`src/rtl/gf_pkg.sv`:
```
// Shared constants and types for the GF(2^M) log/antilog lookup unit.
package gf_pkg;

  localparam int         GF_M    = 8;
  localparam logic [8:0] GF_POLY = 9'h11D;

  typedef enum logic {
    GF_LOG = 1'b0,
    GF_EXP = 1'b1
  } gf_mode_t;

  typedef logic [0:0] gf_state_t;
  localparam gf_state_t ST_INIT  = 1'b0;
  localparam gf_state_t ST_READY = 1'b1;

endpackage

```
`src/rtl/gf_mulx.sv`:
```
// Combinational multiply-by-alpha (x) modulo the field polynomial POLY.
module gf_mulx
  import gf_pkg::*;
#(
  parameter int         M    = GF_M,
  parameter logic [M:0] POLY = GF_POLY
) (
  input  logic [M-1:0] a,
  output logic [M-1:0] y
);

  genvar gi;
  generate
    for (gi = 0; gi < M; gi++) begin : g_bit
      // Shift left by one; fold the carried-out top bit back in via POLY.
      if (gi == 0) begin : g_lsb
        assign y[gi] = a[M-1] & POLY[gi];
      end else begin : g_hi
        assign y[gi] = a[gi-1] ^ (a[M-1] & POLY[gi]);
      end
    end
  endgenerate

endmodule

```
`src/rtl/gf_log_unit.sv`:
```
// GF(2^M) log lookup unit: builds its tables after reset, then serves a 2-stage pipeline.
// Define GF_ANTILOG_EN to add the exp table and antilog mode (in_mode = 1).
module gf_log_unit
  import gf_pkg::*;
#(
  parameter int         M    = GF_M,
  parameter logic [M:0] POLY = GF_POLY
) (
  input  logic         clk,
  input  logic         rst_n,
  input  logic         in_valid,
  output logic         in_ready,
  input  logic         in_mode,
  input  logic [M-1:0] in_data,
  output logic         out_valid,
  input  logic         out_ready,
  output logic [M-1:0] out_data,
  output logic         out_err,
  output logic         init_done
);

  localparam int           DEPTH    = 1 << M;
  localparam logic [M-1:0] LAST_IDX = M'(DEPTH - 2);

  gf_state_t    state_reg;
  logic [M-1:0] idx_reg;
  logic [M-1:0] a_reg;
  logic [M-1:0] a_next;
  logic         init_done_reg;
  logic         in_init;
  logic         advance;
  logic         accept;

  logic         s1_valid_reg;
  logic [M-1:0] s1_data_reg;
  logic         s1_is_log;
  logic         s2_valid_reg;
  logic         s2_err_reg;
  logic [M-1:0] rd_sel;

  logic [M-1:0] log_tab [DEPTH];
  logic [M-1:0] log_rd_reg;

  gf_mulx #(.M(M), .POLY(POLY)) u_mulx (
    .a (a_reg),
    .y (a_next)
  );

  assign in_init  = (state_reg == ST_INIT);
  assign advance  = !s2_valid_reg || out_ready;
  assign in_ready = !in_init && advance;
  assign accept   = in_valid && in_ready;

  // Table build: one element per cycle, walking a through alpha^0 .. alpha^(2^M-2).
  always_ff @(posedge clk or negedge rst_n) begin
    if (!rst_n) begin
      state_reg     <= ST_INIT;
      idx_reg       <= '0;
      a_reg         <= M'(1);
      init_done_reg <= 1'b0;
    end else if (in_init) begin
      idx_reg <= idx_reg + 1'b1;
      a_reg   <= a_next;
      if (idx_reg == LAST_IDX) begin
        state_reg     <= ST_READY;
        init_done_reg <= 1'b1;
      end
    end
  end

  always_ff @(posedge clk or negedge rst_n) begin
    if (!rst_n) begin
      s1_valid_reg <= 1'b0;
      s1_data_reg  <= '0;
      s2_valid_reg <= 1'b0;
      s2_err_reg   <= 1'b0;
    end else if (advance) begin
      s1_valid_reg <= accept;
      s1_data_reg  <= in_data;
      s2_valid_reg <= s1_valid_reg;
      s2_err_reg   <= s1_valid_reg && s1_is_log && (s1_data_reg == '0);
    end
  end

  // Table RAM is never reset; log_tab[0] is left unwritten and masked by the error path.
  always_ff @(posedge clk) begin
    if (in_init) begin
      log_tab[a_reg] <= idx_reg;
    end
    if (advance) begin
      log_rd_reg <= log_tab[s1_data_reg];
    end
  end

`ifdef GF_ANTILOG_EN
  localparam logic [M-1:0] MAX_EXP = M'(DEPTH - 1);

  gf_mode_t     s1_mode_reg;
  gf_mode_t     s2_mode_reg;
  logic [M-1:0] exp_addr;
  logic [M-1:0] exp_tab [DEPTH];
  logic [M-1:0] exp_rd_reg;

  // Exponent 2^M-1 is the same element as exponent 0.
  assign exp_addr  = (s1_data_reg == MAX_EXP) ? '0 : s1_data_reg;
  assign s1_is_log = (s1_mode_reg == GF_LOG);
  assign rd_sel    = (s2_mode_reg == GF_EXP) ? exp_rd_reg : log_rd_reg;

  always_ff @(posedge clk or negedge rst_n) begin
    if (!rst_n) begin
      s1_mode_reg <= GF_LOG;
      s2_mode_reg <= GF_LOG;
    end else if (advance) begin
      s1_mode_reg <= gf_mode_t'(in_mode);
      s2_mode_reg <= s1_mode_reg;
    end
  end

  always_ff @(posedge clk) begin
    if (in_init) begin
      exp_tab[idx_reg] <= a_reg;
    end
    if (advance) begin
      exp_rd_reg <= exp_tab[exp_addr];
    end
  end
`else
  logic unused_mode;

  assign unused_mode = &{1'b0, in_mode};
  assign s1_is_log   = 1'b1;
  assign rd_sel      = log_rd_reg;
`endif

  assign out_valid = s2_valid_reg;
  assign out_err   = s2_err_reg;
  assign out_data  = (s2_valid_reg && !s2_err_reg) ? rd_sel : '0;
  assign init_done = init_done_reg;

endmodule

```
`config.mk`:
```
export PLATFORM = sky130hd
export DESIGN_NAME = gf_log_unit
export DESIGN_NICKNAME = d
export VERILOG_FILES = /design/src/rtl/gf_pkg.sv /design/src/rtl/gf_mulx.sv /design/src/rtl/gf_log_unit.sv
export SDC_FILE = /design/constraint.sdc
export NUM_CORES = 2
export LEC_CHECK = 0
export ABC_AREA = 1
export ABC_CLOCK_PERIOD_IN_PS = 4720
export CORE_ASPECT_RATIO = 0.7
export CORE_MARGIN = 3
export CORE_UTILIZATION = 57
export CTS_CLUSTER_SIZE = 16
export DETAILED_ROUTE_END_ITERATION = 8
export PLACE_DENSITY = 0.81
export REMOVE_ABC_BUFFERS = 1
export SKIP_CTS_REPAIR_TIMING = 1
export SLEW_MARGIN = 20
export SYNTH_ARGS = -nofsm -noshare
export SYNTH_HDL_FRONTEND = slang
export SYNTH_SLANG_ARGS = --single-unit
export TNS_END_PERCENT = 1
```
`constraint.sdc`:
```
create_clock -name clk -period 4.72 [get_ports clk]
set_input_delay 0.944 -clock clk [delete_from_list [all_inputs] [get_ports clk]]
set_output_delay 0.944 -clock clk [all_outputs]
set_load 0.005 [all_outputs]
```
-- After elaboration in Yosys (flattened, before gate mapping)
Memory sizes are Yosys's and may differ from the RTL's. A register that Yosys moved wholly into a read port is not among the register bits.
Index checks and enable logic that the tools add are counted.
- eq/ne operators: 1
- bitwise operators: 4
- multiplexer cells: 4
- reductions and logical operators: 9
- $add $sub $neg: 1
- operators with widths (kind ; number):
    adder 8 x 1 -> 8 bit, second input constant ; 1
    == test 8 bit, second input constant ; 1
    logical NOT 8 bit ; 1
    2-to-1 mux 8 bit ; 1
    logical AND 1 bit ; 4
    2-to-1 mux 1 bit ; 3
    XOR 1 bit ; 3
    logical NOT 1 bit ; 2
    AND reduction 2 bit ; 1
    logical OR 1 bit ; 1
    inverter 1 bit ; 1
- input port bits: 13
- bits in writable memories: 2048
- output and inout bits: 12
- logic and storage cells: 28
- bits in registers: 29
- memories: 1
- memory list (name ; depth ; width ; rd ports ; clocked after memory_dff ; wr ports ; RTL line ; text):
    log_tab ; 256 ; 8 ; 1 ; 1 ; 1 ; gf_log_unit.sv:41 ; logic [M-1:0] log_tab [DEPTH];

-- Longest topological paths before layout
- depth in word-level cells: 4
- gate-level depth with buffers: 20
- mapped depth without buffers: 17

-- Cells and area by module
Synthesis repeated with hierarchy kept, for this count alone.
- cells, all modules: 8139
- area total of the unflattened synthesis: 87916.8 sq um
- by module, submodules not included (module ; area an instance (sq um) ; seq. area each (sq um) ; cells an instance ; instances):
    gf_log_unit ; 87830.5 ; 62466.2 ; 8121 ; 1
    gf_mulx ; 86.3 ; 0.0 ; 18 ; 1

-- Worst setup path after synthesis
Ideal clock, no wire load.
- kind: reg-to-reg
- start point: reg idx_reg[0]
- end point: reg idx_reg[7]
- data required time: 4440 ps
- library setup time: 280 ps
- arrival time: 4391 ps
- stages on the path, launching flop included: 5
- path slack: 50 ps
- period minus slack after synthesis: 4670 ps
- buffers on the path: 0
- cell sequence: dfrtp_1 nand4_1 nor2_1 nand3_1 xnor2_1
- cells in the longest elaborated chain, start to end: 1
- RTL lines (item ; RTL line ; text):
    from (decl) ; gf_log_unit.sv:26 ; logic [M-1:0] idx_reg;
    from (signal assigned) ; gf_log_unit.sv:62 ; idx_reg <= idx_reg + 1'b1;
    adder 8 x 1 -> 8 bit ; gf_log_unit.sv:62 ;
No other way between the ends.
A chain may end at the register's enable or synchronous reset.

-- Worst setup path in the final report
- start point: reg state_reg
- end point: out in_ready
- cells in the longest elaborated chain, start to end: 1
- RTL lines (item ; RTL line ; text):
    from (decl) ; gf_log_unit.sv:25 ; gf_state_t state_reg;
    from (signal assigned) ; gf_log_unit.sv:57 ; state_reg <= ST_INIT;
    from (signal assigned) ; gf_log_unit.sv:65 ; state_reg <= ST_READY;
    logical AND 1 bit ; gf_log_unit.sv:51 ; assign in_ready = !in_init && advance;
    to (decl) ; gf_log_unit.sv:12 ; output logic in_ready,
No other way between the ends.

==> metrics.txt <==
status finished, violations left; failing checks design-rule violations; Initial Util between 50 and 60%; path depth of the worst reg2reg path 10; Largest Register log_tab; ys flop type edfxtp_1; switching power 8.095 mW; vias in the first global route between 50000 and 60000; Fillers about 11000; Wirelength per Cell roughly 22 µm; Root Buffer clkbuf_16; CP Class reg -> out; period utilisation layout 79.43%; die width 475.1 µm; Reg power frac 55.3%; Setup TNS 0 ns; Die Ht between 300 and 400 µm; most instantiated library cell after synthesis nand2_1; startpoint class of the critical path flip-flop; WP data arrival 2.81 ns; CP endpoint kind output pin; Worst R2R Start s1_data_reg[0]; 1st-iter DRT viols around 9000; DR pass1 iterations 9; htree depth 4; Pwr Density about 380 mW/mm²; Req. time, crit path approximately 3.8 ns; Port Buffers 23; I/O Pins 25; Post-Route WL ~230 mm; main combinational cell family by area after synthesis simple AND/OR/NAND/NOR gates; Antenna Nets Post-Route 0; largest net degree at the start of global routing between 200 and 250; top post-synthesis cells by area edfxtp_1 (70%), nand2_1 (9.7%), nor2_1 (5.3%); first-pass GRT wire length approximately 340 mm; number of synthesized flops with an enable pin roughly 2000; Max Root-Sink Buffers 3; largest area contributor in the netlist edfxtp_1; mux contribution to synthesized area 0%; grt ovf 0; full die area about 0.16 mm²; CORE AREA between 0.15 and 0.2 mm²; fmax 266.7 MHz; synthesized instance count a little over 8000; Final Hold Fails 0; Via-to-Cell Ratio roughly 5.9; hpwl dp 127.3 mm; Netlist cell types 31; Final Max Tran Viols 0; internal power between 20 and 30 mW; Max VDD drop approximately 0.41 mV; Worst-path clk slew 0.07 ns; simple-gate area share of the yosys netlist between 10% and 20%; complex-gate fraction of the synthesized area 4.085%; layout cells sized above 1 4.897%; endpoints failing setup 0; worst-path fanout max 25; Mean Syn Cell Area roughly 11 µm²; clock latency on the worst-skew pair around 0.83 ns; top cell type's share of synthesized area 70.33%; clock skew 0.02891 ns; switch share between 20 and 25%; Seq/Total Area, Yosys 71.16%; top post-synthesis cells by count nand2_1 (2262), edfxtp_1 (2056), nor2_1 (1238); ys async rst share between 1 and 1.5%; Leak Pwr around 35 nW; part of the power in combinational logic 5.1%; Routability Congestion 0.9169; Worst slew margin around a quarter; post-synthesis register bit count about 2100; r2r setup slk roughly 1.2 ns; TritonCTS clock tree done; synth warn 0; adder-cell share of the synthesized area less than 1%; initial antenna violation count 7; fin crit period ~3.7 ns; clock share of power 39.7%; DRC Markers 19; detailed-route via count around 60000; All-Layer GR Usage between 20% and 30%; reg2reg end log_rd_reg[4]; clk sinks between 2000 and 2500; final net count ~8000; Post-Syn Area between 0.08 and 0.09 mm²; worst hold slack ~0.19 ns; worst slew pin tran between 1 and 1.5 ns; num rows between 100 and 150; number of flip-flops in the largest register around 2000; Post-Synth XOR/XNOR Area less than 1%; Area growth syn-to-layout 8.361%; worst hold-check path type in -> async; max-cap viol count 0; TritonCTS Buffers 182; Final Total Pwr between 30 and 40 mW; RSZ-0062 raised after global routing no
logic make-up after synthesis:
family | count (synthesis)
flip-flops | 2085
adder cells (fa/ha/maj) | 2
XOR/XNOR | 10
AO/OA/AOI/OAI | 685
buffers and inverters | 1116
AND/OR/NAND/NOR | 4232
power groups by stage:
stage          Clock, mW  Sequential, mW  Combinational (mW)
6_report            14.4            20.1                1.83
3_5_place_dp           0            20.5                1.75
3_3_place_gp           0            20.5                1.71
5_1_grt             15.2            20.1                1.98
4_1_cts             14.4            20.1                1.77
2_1_floorplan          0            20.6                1.35
routing by layer:
metal  global-route usage [%]  vias to the layer above  wire, µm  share of wire [%]
met5                        0                        -        13             0.0057
met4                    11.69                        2      9282                4.1
met3                    8.861                      609     33660                 15
met2                    41.20                     4051     99250                 44
met1                    39.73                    28350     84680                 37
li1                         -                    26770         -                  -
placed cells by master, fill, tap and decap left out, drive strengths merged:
cell / instances
xnor2: 7
a21oi: 85
ha: 2
clkinv: 83
xor2: 3
nand2: 2262
clkinvlp: 2
nor3: 1
o211ai: 59
buf: 108
dfstp: 1
nor2: 1239
edfxtp: 2056
clkdlybuf4s50: 22
clkbuf: 242
inv: 649
diode: 3
nand3: 702
dfrtp: 28
or2: 24
o22ai: 5
o21ai: 534
a31oi: 1
nand4: 4
o21bai: 1
bufinv: 8
worst max path at each step:
| stage | startpoint | endpoint | slack [ns] | cells past startpoint |
|---|---|---|---|---|
| 3_5_place_dp | state_reg | log_tab[129][3] | 1.39 | 3 |
| 2_1_floorplan | s1_data_reg[0] | log_rd_reg[0] | -36.35 | 11 |
| 4_1_cts | state_reg | in_ready | 0.96 | 3 |
| 5_1_grt | state_reg | in_ready | 0.84 | 3 |
| 3_3_place_gp | s1_data_reg[0] | log_rd_reg[4] | 1.45 | 10 |
| 6_report | state_reg | in_ready | 0.97 | 3 |
cell type report:
cell class,count,area [µm²],area share [%]
inverter,651,2470,2.596
multi-input combinational,4929,20590,21.64
clock buffer,242,4862,5.111
tap,1996,2497,2.625
clock inverter,91,763.2,0.8023
timing repair buffer,130,1429,1.502
sequential,2085,62510,65.71
antenna,3,7.507,0.007892
through the flow:
step	instances	setup WS (ns)	utilization (%)	cell area (µm²)
6_report	10130	0.9707	62.70	95130
5_1_grt	10120	0.8425	62.69	95120
4_1_cts	10120	0.9647	62.69	95110
3_5_place_dp	9791	1.393	58.98	89490
3_3_place_gp	9791	1.449	58.98	89490
2_1_floorplan	7665	-36.35	-	85450
critical path: stages (launching register included):
cell,delay (ns)
dfrtp_1,0.73
inv_2,0.46
nor2_1,0.25
clkdlybuf4s50_1,0.53
Power figures use the tool's default switching activity.
